<file path="config.mk">
export PLATFORM = sky130hd
export DESIGN_NAME = ext_pipe
export DESIGN_NICKNAME = d
export VERILOG_FILES = /design/src/rtl/ext_pipe.sv
export SDC_FILE = /design/constraint.sdc
export NUM_CORES = 1
export LEC_CHECK = 0
export CAP_MARGIN = 20
export CORE_ASPECT_RATIO = 0.75
export CORE_MARGIN = 2
export CORE_UTILIZATION = 57
export CTS_CLUSTER_SIZE = 16
export DETAILED_ROUTE_END_ITERATION = 16
export PLACE_DENSITY = 0.95
export SLEW_MARGIN = 40
export SYNTH_ARGS = -nofsm -noshare
export SYNTH_HDL_FRONTEND = slang
export SYNTH_SLANG_ARGS = --single-unit
</file>
<file path="constraint.sdc">
create_clock -name clk -period 4.3 [get_ports clk]
set_input_delay 0.43 -clock clk [delete_from_list [all_inputs] [get_ports clk]]
set_output_delay 0.43 -clock clk [all_outputs]
set_load 0.01 [all_outputs]
</file>
<file path="src/rtl/ext_pipe.sv">
// rtl/ext_pipe.sv - registered immediate/load-data extender with 2-entry skid buffer
//
// Extends an immediate (ZERO/SIGN/LUI) or selects and extends a byte/half of a
// loaded word (LBU/LB/LHU/LH). Results pass through a main output register
// backed by one skid register, so a stalled consumer never loses a result and
// an unstalled stream runs at one result per cycle.
//
// Ports:
//   clk       rising-edge clock
//   reset     asynchronous active-high reset
//   flush     synchronous kill of all buffered entries (wins over everything)
//   in_valid  request present          in_ready  request accepted this cycle
//   in_op     mode (0 ZERO,1 SIGN,2 LUI,3 LBU,4 LB,5 LHU,6 LH,7 reserved)
//   in_off    byte offset within the word (load modes only)
//   in_data   immediate in low IW bits, or loaded word
//   out_valid result present           out_ready consumer takes result
//   out_data  extended result          out_err   result came from op 7

module ext_pipe #(
    parameter int DW = 32,
    parameter int IW = 16,
    localparam int OFFW = $clog2(DW / 8)
) (
    input  logic            clk,
    input  logic            reset,
    input  logic            flush,
    input  logic            in_valid,
    output logic            in_ready,
    input  logic [2:0]      in_op,
    input  logic [OFFW-1:0] in_off,
    input  logic [DW-1:0]   in_data,
    output logic            out_valid,
    input  logic            out_ready,
    output logic [DW-1:0]   out_data,
    output logic            out_err
);

    localparam logic [2:0] OP_ZERO = 3'd0;
    localparam logic [2:0] OP_SIGN = 3'd1;
    localparam logic [2:0] OP_LUI  = 3'd2;
    localparam logic [2:0] OP_LBU  = 3'd3;
    localparam logic [2:0] OP_LB   = 3'd4;
    localparam logic [2:0] OP_LHU  = 3'd5;
    localparam logic [2:0] OP_LH   = 3'd6;

    typedef enum logic [1:0] {
        S_EMPTY = 2'd0,
        S_ONE   = 2'd1,
        S_FULL  = 2'd2
    } state_t;

    state_t          state;
    logic [DW-1:0]   skid_data;
    logic            skid_err;

    logic [DW-1:0]   ext_data;
    logic            ext_err;
    logic [OFFW-1:0] half_off;
    logic [DW-1:0]   sh_b;
    logic [DW-1:0]   sh_h;
    logic [7:0]      sel_b;
    logic [15:0]     sel_h;
    logic            accept;
    logic            transfer;

    assign accept   = in_valid & in_ready;
    assign transfer = out_valid & out_ready;

    // Half-word selects ignore off[0]; a misaligned half offset silently
    // rounds down rather than trapping.
    assign half_off = in_off & ~OFFW'(1);
    assign sh_b     = in_data >> {in_off, 3'b000};
    assign sh_h     = in_data >> {half_off, 3'b000};
    assign sel_b    = sh_b[7:0];
    assign sel_h    = sh_h[15:0];

    always_comb begin
        ext_data = '0;
        ext_err  = 1'b0;
        case (in_op)
            OP_ZERO: ext_data = {{(DW-IW){1'b0}}, in_data[IW-1:0]};
            OP_SIGN: ext_data = {{(DW-IW){in_data[IW-1]}}, in_data[IW-1:0]};
            OP_LUI:  ext_data = {in_data[IW-1:0], {(DW-IW){1'b0}}};
            OP_LBU:  ext_data = {{(DW-8){1'b0}}, sel_b};
            OP_LB:   ext_data = {{(DW-8){sel_b[7]}}, sel_b};
            OP_LHU:  ext_data = {{(DW-16){1'b0}}, sel_h};
            OP_LH:   ext_data = {{(DW-16){sel_h[15]}}, sel_h};
            default: ext_err  = 1'b1;
        endcase
    end

    // in_ready is registered from the next state so out_ready never reaches
    // it combinationally; it is low exactly while the skid holds an entry.
    // It resets low and rises on the first edge after reset is released.
    always_ff @(posedge clk or posedge reset) begin
        if (reset) begin
            state     <= S_EMPTY;
            out_valid <= 1'b0;
            out_data  <= '0;
            out_err   <= 1'b0;
            skid_data <= '0;
            skid_err  <= 1'b0;
            in_ready  <= 1'b0;
        end else if (flush) begin
            state     <= S_EMPTY;
            out_valid <= 1'b0;
            out_data  <= '0;
            out_err   <= 1'b0;
            in_ready  <= 1'b1;
        end else begin
            in_ready <= 1'b1;
            case (state)
                S_EMPTY: begin
                    if (accept) begin
                        out_data  <= ext_data;
                        out_err   <= ext_err;
                        out_valid <= 1'b1;
                        state     <= S_ONE;
                    end
                end
                S_ONE: begin
                    if (accept && transfer) begin
                        out_data <= ext_data;
                        out_err  <= ext_err;
                    end else if (accept) begin
                        skid_data <= ext_data;
                        skid_err  <= ext_err;
                        in_ready  <= 1'b0;
                        state     <= S_FULL;
                    end else if (transfer) begin
                        out_valid <= 1'b0;
                        state     <= S_EMPTY;
                    end
                end
                S_FULL: begin
                    if (transfer) begin
                        out_data <= skid_data;
                        out_err  <= skid_err;
                        state    <= S_ONE;
                    end else begin
                        in_ready <= 1'b0;
                    end
                end
                default: begin
                    out_valid <= 1'b0;
                    state     <= S_EMPTY;
                end
            endcase
        end
    end

endmodule

</file>
---- Word-level counts from Yosys, hierarchy flattened ----
Cells that the tools add are included.
operators by class
  reduce and logical (&&, ||, !) cells .... 9
  muxes and demuxes ....................... 30
  bitwise operators ....................... 4
  shifts and indexed selects .............. 2
  eq/ne operators ......................... 16
operator list
  kind                count
  $pmux 32 s7         1
  $mux 32             4
  $pmux 32 s3         1
  $shr 32x5->16       1
  $shr 32x5->8        1
  $ne 3x3->1 const B  6
  $mux 1              14
  $mux 2              6
  $reduce_and 4->1    3
  $eq 3x3->1 const B  3
  $reduce_or 7->1     1
  $eq 3x2->1 const B  2
  $pmux 1 s3          2
  $pmux 2 s3          1
  $reduce_and 5->1    1
  $ne 4x4->1 const B  1
  $reduce_bool 4->1   1
  $eq 3x1->1 const B  1
  $logic_not 3->1     1
  $and 1x1->1         2
  $eq 2x1->1 const B  1
  $eq 2x2->1 const B  1
  $logic_not 2->1     1
  $ne 2x2->1 const B  1
  3 further kinds     4
storage, ports and cells
  flip-flop bits (word level) ............. 70
  input port bits ......................... 42
  output and inout bits ................... 35

---- Longest topological paths before layout ----
Gate-level depths: netlist of the first run.
  depth in word-level cells ............... 6
  mapped depth ............................ 10

---- Worst setup path after synthesis of the first run ----
Ideal clock, no wire load.
  path type ............................... flip-flop to flip-flop
  start ................................... reg state[0]
  end ..................................... reg out_data[21]
  required time ........................... 4.178 ns
  setup slack ............................. 2.257 ns
  clock period less this slack ............ 2.043 ns
  buffers on the path ..................... 3
  stages on the path, launching flop included .. 10
  data arrival time ....................... 1.921 ns
  path through ............................ dfrtp_1 -> inv_1 -> ha_1 -> buf_2 -> a21boi_1 -> a2111o_1 -> buf_6 -> and2_4 -> buf_6 -> a32o_1
between the ends
  longest elaborated chain between the ends .. 3
ends and longest elaborated chain
  what                                                                 RTL line  RTL
  start, declared                                                      52        state_t state;
  start signal, assigned                                               97        state <= S_EMPTY;
  start signal, assigned                                               105       state <= S_EMPTY;
  start signal, assigned                                               118       state <= S_ONE;
  $eq 2x1->1 (tied with other cells)                                   112       case (state)
  $ne 3x3->1 (no source line) (tied with other cells)                  n/a
  $reduce_and 4->1 (no source line) / $mux 32 (equally long branches)  n/a
  end signal, assigned                                                 115       out_data <= ext_data;
  end signal, assigned                                                 123       out_data <= ext_data;
  end signal, assigned                                                 137       out_data <= skid_data;
  end, declared                                                        34        output logic [DW-1:0] out_data,
Parallel ways exist; a longest one is shown, timed or not.
A chain may end at the register's enable or synchronous reset.

---- Final worst setup path of the first run ----
  start ................................... in in_off[1]
  end ..................................... reg skid_data[24]
between the ends
  longest elaborated chain between the ends .. 2
ends and longest elaborated chain
  what                                                  RTL line  RTL
  start, declared                                       30        input logic [OFFW-1:0] in_off,
  $shr 32x5->16 / $shr 32x5->8 (equally long branches)  73, 72
  $pmux 32 s7 *                                         80        case (in_op)
  end signal, assigned                                  126       skid_data <= ext_data;
  end, declared                                         53        logic [DW-1:0] skid_data;
Every way passes the cells marked *; elsewhere a longest branch is shown, timed or not.

==> impl_metrics.py, run 1 <==
metrics = {
    "power": {
        "power_leakage_nw": 2.04,
        "power.density_nw_per_um2": 540,
        "peakVddDrop_mv": 0.266,
    },
    "sta": {
        "hold_viol": 0,
        "slew_headroom_pct": 45.4,
        "tns_ns": 0,
        "final_max_slew_viol_count": 0,
        "setup_viol": 0,
        "fmax_mhz": 347,
        "fin_crit_sh_pct": 67.0,
        "worst_pin_slew_ns": 0.816,
        "period_minus_slack_ns": 2.88,
        "fin_worst_skew_ns": 0.00858,
        "rsz0062_at_grt": "no",
    },
    "placed_design": {
        "place_area_sq_um": 4960,
        "place.gp.congestion": 0.872,
        "port_buffers": 76,
        "hpwl_um": 8300,
    },
    "global_route": {
        "grt_use_met2_pct": 47.0,
        "grt-ovfl-total": 0,
        "grt_max_degree": 55,
        "grt_pass1_vias": 3772,
        "use_met1_pct": 44.9,
        "grt-busiest-layer": "met2",
        "globalRouteMet3Util_pct": 7.21,
        "antenna_found_initial": 0,
        "grt.total_usage_pct": 31.1,
        "grt_pass1_wl_um": 19200,
    },
    "cts": {
        "cts_tree": "done",
        "clk_pin_slew_ns": 0.08,
        "hold_buffers": 0,
        "numCtsBuffers": 9,
        "clock_latency_ns": 0.36,
        "clock_path_buffers": 2,
        "cts_resized": 0,
        "htreeDepth": 3,
        "postCtsSetupRepairBufs": 0,
        "cts_root_buffer": "clkbuf_8",
        "cts.sinks": 70,
    },
    "drt": {
        "first_pass_iters": 5,
        "drt_wl_total_um": 12300,
        "drtAntennaViolNets": 0,
        "drt_iter0_drc": 452,
        "drc": 0,
        "routedWlPerCell_um": 20.1,
        "vias_per_cell": 6.70,
        "vias": 4108,
    },
    "floorplan": {
        "die_w_um": 103,
        "die-area_sq_um": 8090,
        "initial_core_util_pct": 58.2,
        "io_pins": 77,
        "core_area_sq_um": 7230,
        "fp.dieH_um": 78.4,
        "fp-row-count": 27,
    },
    "finish": {
        "final_common_cell": "clkdlybuf4s50_1",
        "design_area_sq_um": 5220,
        "fillers": 521,
        "num_antenna_cells": 0,
        "fin_nets": 553,
        "layout-drive-gt1-share_pct": 8.79,
        "area_growth_pct": 24.2,
        "final_cell_mix": "76 x clkdlybuf4s50_1, 70 x dfrtp_1, 48 x nand2_1",
    },
    "yosys": {
        "synthesis.nets": 498,
        "ys_ff_latch": 70,
        "ys_seq_area_share_pct": 41.7,
        "synth.distinct_cells": 53,
        "synth_warnings": 0,
        "synth_edf_count": 0,
        "ys.flop_type": "dfrtp_1",
        "synth_area_per_cell_sq_um": 9.30,
        "syn_area_sq_um": 4200,
        "synth_async_sr_flop_share_pct": 100,
        "syn-instance-count": 452,
    },
    "critical_path": {
        "cp_slowest_stage_delay_ns": 0.93,
        "arrival_ns": 3.09,
        "slowest_stage": "clkdlybuf4s50_1",
        "r2r_start": "state[1]",
        "critPathRequiredTime_ns": 4.51,
        "crit_path_end_kind": "flop",
        "critical_path_buf_inv_count": 3,
        "crit_family": "buffers and inverters",
        "crit_fanout": 26,
        "cpMostUsedCell": "buf_4",
        "worstPathCellList": "clkdlybuf4s50_1 -> buf_4 -> nor4b_2 -> a22oi_2 -> buf_4 -> and3_1 -> a21oi_1",
        "crit_path_start_kind": "primary input",
        "critPathKind": "primary input to flop",
        "setup.worst_path.start": "in_off[1]",
    },
    "min_path": {
        "hold_class": "primary input to asynchronous set/reset pin",
    },
    "run_status": {
        "outcome": "finished clean",
    },
    "flow_run": {
        "drv_cap": 0,
    },
}
## through the flow
stage / instances / hold slack [ns] / utilization, % / power (mW) / setup slack [ns]
after floorplan: 452 / 0.449 / - / 1.71 / 2.10
after global placement: 597 / 0.462 / 68.5 / 2.04 / 1.37
after detailed placement: 597 / 0.476 / 68.7 / 2.11 / 1.18
after CTS: 613 / 0.492 / 72.2 / 2.80 / 1.55
after global routing: 613 / 0.520 / 72.2 / 2.95 / 1.35
final: 613 / 0.471 / 72.2 / 2.82 / 1.42
## metal layers
layer	share of wire (%)	up-vias	wire length, um
met5	0	-	0
met4	2.4	0	291
met3	9.3	37	1150
met2	47	277	5850
met1	41	1982	5040
li1	-	1812	-
## sequential cells by signal, indices dropped and copies added, names as in the netlist
name and flops:
out_data 32, skid_data 32, state 2, in_ready 1, out_err 1, out_valid 1
skid_err 1
## cell families after synthesis
kind of cell | count (synthesis) | synth area share (%)
buffers and inverters | 51 | 5.83
multiplexers | 18 | 4.61
adder cells (fa/ha/maj) | 4 | 1.19
AO/OA/AOI/OAI | 121 | 20.6
flip-flops | 70 | 41.7
AND/OR/NAND/NOR | 188 | 26.1
## layout make-up
class                   count  area, sq um  share of cell area [%]
well taps                 101          126                    2.42
multi-input cells         331         2210                    42.4
inverters                   9         36.3                   0.695
clock inverters             5          105                    2.01
clock buffers              11          151                    2.90
flip-flops and latches     70         1750                    33.6
repair buffers             86          836                    16.0
## path summary, 6_finish.rpt
path                                  to  slack (ns)  cells after the start
max                        skid_data[24]        1.42                      7
min                         out_data[20]        0.47                      2
max reg2reg                skid_data[24]        1.55                      6
min reg2reg                 skid_data[8]        0.49                      2
max in group asynchronous   out_data[29]        3.04                      3
min in group clk            skid_data[8]        0.49                      2
## Yosys cell counts (2+ instances only)
master / count / share of area [%]
a21boi_1: 2 / 0.36
clkbuf_1: 18 / 1.6
nand3_1: 19 / 2.3
mux2_2: 11 / 2.9
buf_4: 4 / 0.71
nand4_1: 24 / 3.6
a31oi_1: 9 / 1.3
o311a_1: 7 / 1.7
ha_1: 4 / 1.2
nand3b_1: 11 / 2.0
buf_2: 13 / 1.5
and3_1: 2 / 0.30
o21ai_1: 7 / 0.83
o221ai_1: 2 / 0.42
a32o_1: 11 / 2.6
mux2i_1: 7 / 1.7
a22o_1: 2 / 0.42
nor4b_2: 2 / 0.71
buf_6: 3 / 0.80
dfrtp_1: 70 / 42
nand2_1: 48 / 4.3
and4b_1: 6 / 1.4
buf_1: 4 / 0.36
and3b_1: 4 / 0.83
o211ai_1: 22 / 3.9
nor2_1: 22 / 2.0
nand4b_1: 11 / 2.3
inv_1: 9 / 0.80
a211oi_1: 9 / 1.6
nor3b_1: 2 / 0.36
o32ai_1: 5 / 1.0
a21oi_1: 23 / 2.7
nand2b_1: 22 / 3.3
nor2b_1: 7 / 1.0
a21boi_0: 2 / 0.36
o21ai_0: 11 / 1.3
## report_power, final
group	switching, mW	leakage [nW]	internal [mW]
clock network	0.264	0.122	0.417
logic	0.618	1.01	0.463
registers	0.155	0.908	0.903
total	1.04	2.04	1.78
(Power assumes the default switching activity.)
==> run 2, diff against run 1 <==
Settings changed: CORE_UTILIZATION 57 to 53, PLACE_DENSITY 0.95 to 0.93.
Clock period 4.3 ns to 2.85 ns, I/O delays scaled along.
==> run 2 against run 1 <==
Register-to-register slack got worse by 0.99 ns. Clock power rose by 32%. Non-clock buffer count rose by 7. Largest power group unchanged. Highest routed layer unchanged.
==> impl_metrics.py, run 2 (same netlist as run 1, synthesis figures left out) <==
metrics = {
    "floorplan": {
        "io_pins": 77,
        "core_area_sq_um": 7780,
        "fp.dieH_um": 81.1,
        "die-area_sq_um": 8670,
        "initial_core_util_pct": 54.1,
        "fp-row-count": 28,
        "die_w_um": 107,
    },
    "global_route": {
        "grt_pass1_vias": 3695,
        "grt.total_usage_pct": 28.3,
        "antenna_found_initial": 0,
        "grt_max_degree": 54,
        "grt-ovfl-total": 0,
        "grt_pass1_wl_um": 18900,
    },
    "cts": {
        "cts.sinks": 70,
        "clock_latency_ns": 0.36,
        "numCtsBuffers": 9,
        "cts_tree": "done",
        "hold_buffers": 0,
        "clk_pin_slew_ns": 0.08,
        "cts_resized": 0,
        "clock_path_buffers": 2,
        "cts_root_buffer": "clkbuf_8",
        "htreeDepth": 3,
        "postCtsSetupRepairBufs": 0,
    },
    "critical_path": {
        "critPathRequiredTime_ns": 3.06,
        "critPathKind": "primary input to flop",
        "crit_fanout": 16,
        "crit_path_start_kind": "primary input",
        "crit_path_end_kind": "flop",
        "arrival_ns": 2.52,
        "r2r_start": "state[1]",
        "r2r_cells": 6,
        "setup.worst_path.start": "in_op[0]",
    },
    "finish": {
        "final_cell_mix": "76 x clkdlybuf4s50_1, 70 x dfrtp_1, 48 x nand2_1",
        "final_common_cell": "clkdlybuf4s50_1",
        "fillers": 609,
        "area_growth_pct": 24.8,
        "final_util_pct": 67.5,
        "reg.largest.list": "out_data: 32 flops, skid_data: 32 flops, state: 2 flops",
        "fin_nets": 560,
        "design_area_sq_um": 5250,
        "layout-drive-gt1-share_pct": 10.0,
        "num_antenna_cells": 0,
    },
    "min_path": {
        "hold_class": "primary input to asynchronous set/reset pin",
    },
    "placed_design": {
        "place_area_sq_um": 5020,
        "pre_cts_slack_ns": 0.277,
        "place.gp.congestion": 0.925,
        "hpwl_um": 8520,
        "port_buffers": 76,
    },
    "sta": {
        "setup_slack_ns": 0.532,
        "rsz0062_at_grt": "no",
        "fin_crit_sh_pct": 81.3,
        "tns_ns": 0,
        "fin_worst_skew_ns": 0.00739,
        "period_minus_slack_ns": 2.32,
        "fmax_mhz": 431,
        "setup_viol": 0,
        "final_max_slew_viol_count": 0,
        "worst_pin_slew_ns": 0.695,
        "hold_viol": 0,
        "slew_headroom_pct": 53.6,
    },
    "drt": {
        "wl_met3_um": 1350,
        "drtAntennaViolNets": 0,
        "routedWlPerCell_um": 19.5,
        "first_pass_iters": 5,
        "highest_layer": "met4",
        "vias_per_cell": 6.59,
        "vias": 4112,
        "drt_iter0_drc": 383,
        "met1_length_um": 4990,
        "drc": 0,
        "wl_met2_um": 5600,
        "drt_wl_total_um": 12200,
    },
    "power": {
        "power_leakage_nw": 2.06,
        "peakVddDrop_mv": 0.326,
        "power_mw": 4.16,
        "power.density_nw_per_um2": 793,
    },
    "flow_run": {
        "drv_cap": 0,
    },
    "run_status": {
        "outcome": "finished clean",
    },
}
run 2: worst paths after layout:
kind	slack, ns	end
max in group asynchronous	2.15	out_data[29]
min reg2reg	0.49	skid_err
min	0.12	out_data[18]
min in group clk	0.49	skid_err
max	0.53	skid_data[29]
max reg2reg	0.56	skid_data[29]
run 2: metal layers:
layer  global-route usage (%)  vias up
met2                     45.6      271
li1                         -     1838
met1                     37.4     1977
met3                     8.91       26
met4                     7.40        0
met5                        0        -
run 2: where the power goes:
part	internal (mW)	total [mW]	switching, mW
Clock	0.513	0.902	0.389
Sequential	1.36	1.60	0.240
Combinational	0.735	1.66	0.922
run 2: metrics by stage:
stage / hold WS, ns / std cells
global route: 0.125 / 624
detailed placement: 0.475 / 608
CTS: 0.119 / 624
global placement: 0.462 / 608
floorplan: 0.429 / 452
finish: 0.122 / 624
run 2: layout make-up:
type	count	area, sq um	area share (%)
Clock buffer	10	138	2.62
Clock inverter	6	85.1	1.62
Inverter	9	33.8	0.644
Multi-Input combinational cell	331	2210	42.1
Sequential cell	70	1750	33.4
Tap cell	105	131	2.50
Timing Repair Buffer	93	901	17.2
run 2: worst max-delay path, stage by stage:
cell,delay [ns]
clkdlybuf4s50_1,0.79
and3b_1,0.36
a21oi_1,0.26
and3_1,0.62
a21oi_1,0.20
==> RTL edit 1: new RTL, config.mk and constraints of run 2 <==
Encoding of `state_t`: now one-hot (3 bits for 3 states).
--- a/src/rtl/ext_pipe.sv
+++ b/src/rtl/ext_pipe.sv
@@ -44,8 +44,8 @@
     localparam logic [2:0] OP_LH   = 3'd6;
 
-    typedef enum logic [1:0] {
-        S_EMPTY = 2'd0,
-        S_ONE   = 2'd1,
-        S_FULL  = 2'd2
+    typedef enum logic [2:0] {
+        S_EMPTY = 3'b001,
+        S_ONE   = 3'b010,
+        S_FULL  = 3'b100
     } state_t;
 
Formal check against the unedited RTL: same outputs for any inputs over 4 cycles, from zero or initial values and one cycle with reset high; so few cycles prove little.
==> RTL edit 1 against run 2 <==
  * Setup slack better by 0.016 ns
  * Via count is 2.3% lower
  * Global-route usage is 0.13 points higher
  * Area after synthesis is 3.0% lower
  * Final area is 2.6% lower
  * Count of clock-buffer cells in the layout is 1 lower
  * Wire length is 4.2% lower
  * Sequential cell count is 1 higher
Power is not compared: it rests on default switching activity, and its combinational part moved more than twofold at a synthesized area within 25%.
==> RTL edit 1: results (changes against run 2) <==
status: "finished clean"
synthFlopType: "dfrtp_1"
nNonClkBuffers: 96  # +3.2%
crit_arrival_ns: 2.60  # +0.08 ns
finalNetCount: 564  # +0.71%
avgRoutedWirePerCell_um: 18.55  # -4.8%
dr_wl_met3_um: 1232  # -8.8%
buffer_area_share_pct: 17.83  # +0.66 points
finClkSkew_ns: 0.007234  # -0.0001604 ns
crit_start: "state[0]"
nNonClkInverters: 14  # +5
die_w_um: 105.3  # -1.5%
synthTopCellsByArea: "dfrtp_1, nand2_1, o21ai_0"
final_cell_area_um2: 5109  # -2.6%
cp_max_fo: 17  # +1
ys_seq_area_share_pct: 43.60  # +1.9 points
register_area_um2: 1778  # +1.5%
endpoint: "out_data[21]"
drtIter0Drc: 550  # +44%
track_usage_pct: 28.42  # +0.13 points
synth_common_cells: "nand2_1, dfrtp_1, o21ai_0"
dp_cells: 612  # +0.66%
syn_nets: 494  # -0.80%
cts_sinks: 71  # +1.4%
worst_pin_slew_ns: 0.6551  # -0.03955 ns
synthMuxAreaShare_pct: 2.976  # -1.6 points
grt_use_met2_pct: 44.52  # -1.1 points
placed_cell_area_um2: 4876  # -3.0%
rr_endpoint: "out_data[21]"
wl_met1_um: 4673  # -6.3%
grt_pass1_vias: 3746  # +1.4%
synth_fa_ha_area_share_pct: 0  # -1.2 points
clk_share_pct: 4.458  # +0.21 points
dp_slack_ns: 0.2440  # -0.03277 ns
fill_cells: 568  # -6.7%
met3_usage_pct: 6.204  # -2.7 points
period_share_pct: 80.76  # -0.58 points
nMultiInputCombCells: 330  # -0.30%
grt_max_degree: 42  # -22%
dr.pass1.iters: 6  # +1
wl_met2_um: 5369  # -4.1%
synth_most_common_cell: "nand2_1"
grt_first_pass_wirelength_um: 18550  # -1.8%
wl_um: 11650  # -4.2%
synthXorXnorAreaFrac_pct: 0.2148  # +0.21 points
finalWeightedCongestion: 0.9636  # +4.2%
p_leak_nw: 2.221
[RTL edit 1: cell count changes after synthesis, moves of 10 or more]
cell and change:
nand2_1 +49, a221oi_1 +15, nand2b_1 -20, nand4_1 -23, o21ai_0 +31, o211ai_1 -22
nand3_1 -16, buf_2 -11, nand4b_1 -10, nand3b_1 -10
[RTL edit 1: worst max-delay path: stages, from the launching register on]
cell and delay [ns]:
dfstp_2 0.62, or3b_2 0.48, nor2_1 0.11, buf_4 0.15, o21a_1 0.13, a21boi_4 0.49, a32o_1 0.26
[RTL edit 1: worst min-delay path by stage]
stage	from	end	slack (ns)	depth (start not counted)
finish	reset	out_data[30]	0.30	2
global route	reset	out_data[19]	0.37	2
CTS	reset	out_data[30]	0.32	2
detailed placement	skid_data[13]	skid_data[13]	0.47	1
global placement	skid_data[21]	skid_data[21]	0.46	2
floorplan	skid_data[21]	skid_data[21]	0.44	2
==> RTL edit 2: new RTL, config.mk and constraints of run 2 <==
Made on the original files. The parameter `DW` goes from 32 to 64.
--- a/src/rtl/ext_pipe.sv
+++ b/src/rtl/ext_pipe.sv
@@ -18,5 +18,5 @@
 
 module ext_pipe #(
-    parameter int DW = 32,
+    parameter int DW = 64,
     parameter int IW = 16,
     localparam int OFFW = $clog2(DW / 8)
Ports: changed (resized in_data, in_off and out_data); port bits go from 77 to 142. No check against the original RTL was run, so the function may have changed too.
==> RTL edit 2 against run 2 <==
  * Wire length increased by 7.3%
  * Final area increased by 14%
  * Fmax decreased by 0.16%
  * Via count increased by 3.5%
  * Clock skew about the same
  * Cell count increased by 10%
  * Area after synthesis increased by 5.4%
  * Power increased by 6.2%
  * Combinational power increased by 8%
  * Synthesized cell count increased by 6.9%
  * Setup slack got worse by 0.0038 ns
  * Sequential cell count increased by 2
  * Sequential share of layout area decreased by 3.2 points
  * First-iteration DRC count decreased by 4.2%
==> RTL edit 2: results (changes against run 2) <==
status: "finished clean"
multi_input_area_um2: 2220  # +0.57%
synth_fa_ha_area_share_pct: 1.130  # -0.061 points
slew_headroom_pct: 53.20  # -0.39 points
r2r_slack_ns: 0.54  # -0.02 ns
nMultiInputCombCells: 335  # +1.2%
p_leak_nw: 2.401  # +16%
r2r_cells: 7  # +1
placed_cell_area_um2: 5729  # +14%
critical_path.max_stage_delay_ns: 0.65  # -0.14 ns
rr_endpoint: "out_data[9]"
met1_usage_pct: 40.13  # +2.7 points
p_clk_share_pct: 22.2  # +0.5 points
seqPwrFrac_pct: 37.2  # -1.3 points
insertion_delay_ns: 0.34  # -0.02 ns
buffer_area_share_pct: 26.01  # +8.8 points
drive_gt1_share_pct: 8.219  # -1.8 points
finalNetCount: 658  # +18%
clk_share_pct: 4.104  # -0.14 points
reg_top3: "out_data (33), skid_data (33), state (2)"
wl_met2_um: 6338  # +13%
synth_top_family_by_area: "compound AO/OA/AOI/OAI gates"
grt_pass1_vias: 4070  # +10%
endpoint: "out_data[13]"
ys_seq_area_share_pct: 40.67  # -1.0 points
vias: 4255  # +3.5%
nNonClkInverters: 6  # -3
r2r_start: "state[0]"
grt_use_met2_pct: 47.47  # +1.9 points
synth-compound-area-share_pct: 20.28  # -0.29 points
finClkSkew_ns: 0.006907  # -0.0004875 ns
wl_um: 13040  # +7.3%
dpl.hpwl_um: 9613  # +13%
io_buffers: 141  # +86%
synthMuxAreaShare_pct: 10.67  # +6.1 points
path_delay_family: "buffers and inverters"
yosysUniqueCellTypes: 44  # -17%
met3_usage_pct: 7.221  # -1.7 points
p_int_mw: 2.891  # +11%
crit_start: "in_off[2]"
synth_common_cells: "nand2_1, dfrtp_1, nor2_1"
-- RTL edit 2: worst min-delay path by stage --
stage	endpoint	slack (ns)	depth (start not counted)
4_1_cts	out_data[7]	0.34	3
3_3_place_gp	out_data[53]	0.48	1
6_report	out_data[12]	0.32	3
5_1_grt	out_data[7]	0.35	3
2_1_floorplan	skid_data[48]	0.46	2
3_5_place_dp	out_data[49]	0.48	1
-- RTL edit 2: stage by stage --
stage	cells	hold slack, ns	setup slack, ns	total power, mW	utilization, %
2_1_floorplan	483	0.4566	0.7401	2.702	-
3_3_place_gp	673	0.4755	0.05792	3.341	71.63
3_5_place_dp	673	0.4830	0.2669	3.434	71.73
4_1_cts	689	0.3443	0.5615	4.425	74.80
5_1_grt	689	0.3524	0.3526	4.683	74.81
6_report	689	0.3179	0.5280	4.422	74.81
-- RTL edit 2: kinds of logic (layout without fill, tap and decap cells) --
family,Yosys count,count (layout)
compound gates,126,126
simple gates,168,168
mux,36,36
buf+inv,76,177
fa+ha+maj,4,4
xor+xnor,1,1
flops,72,72
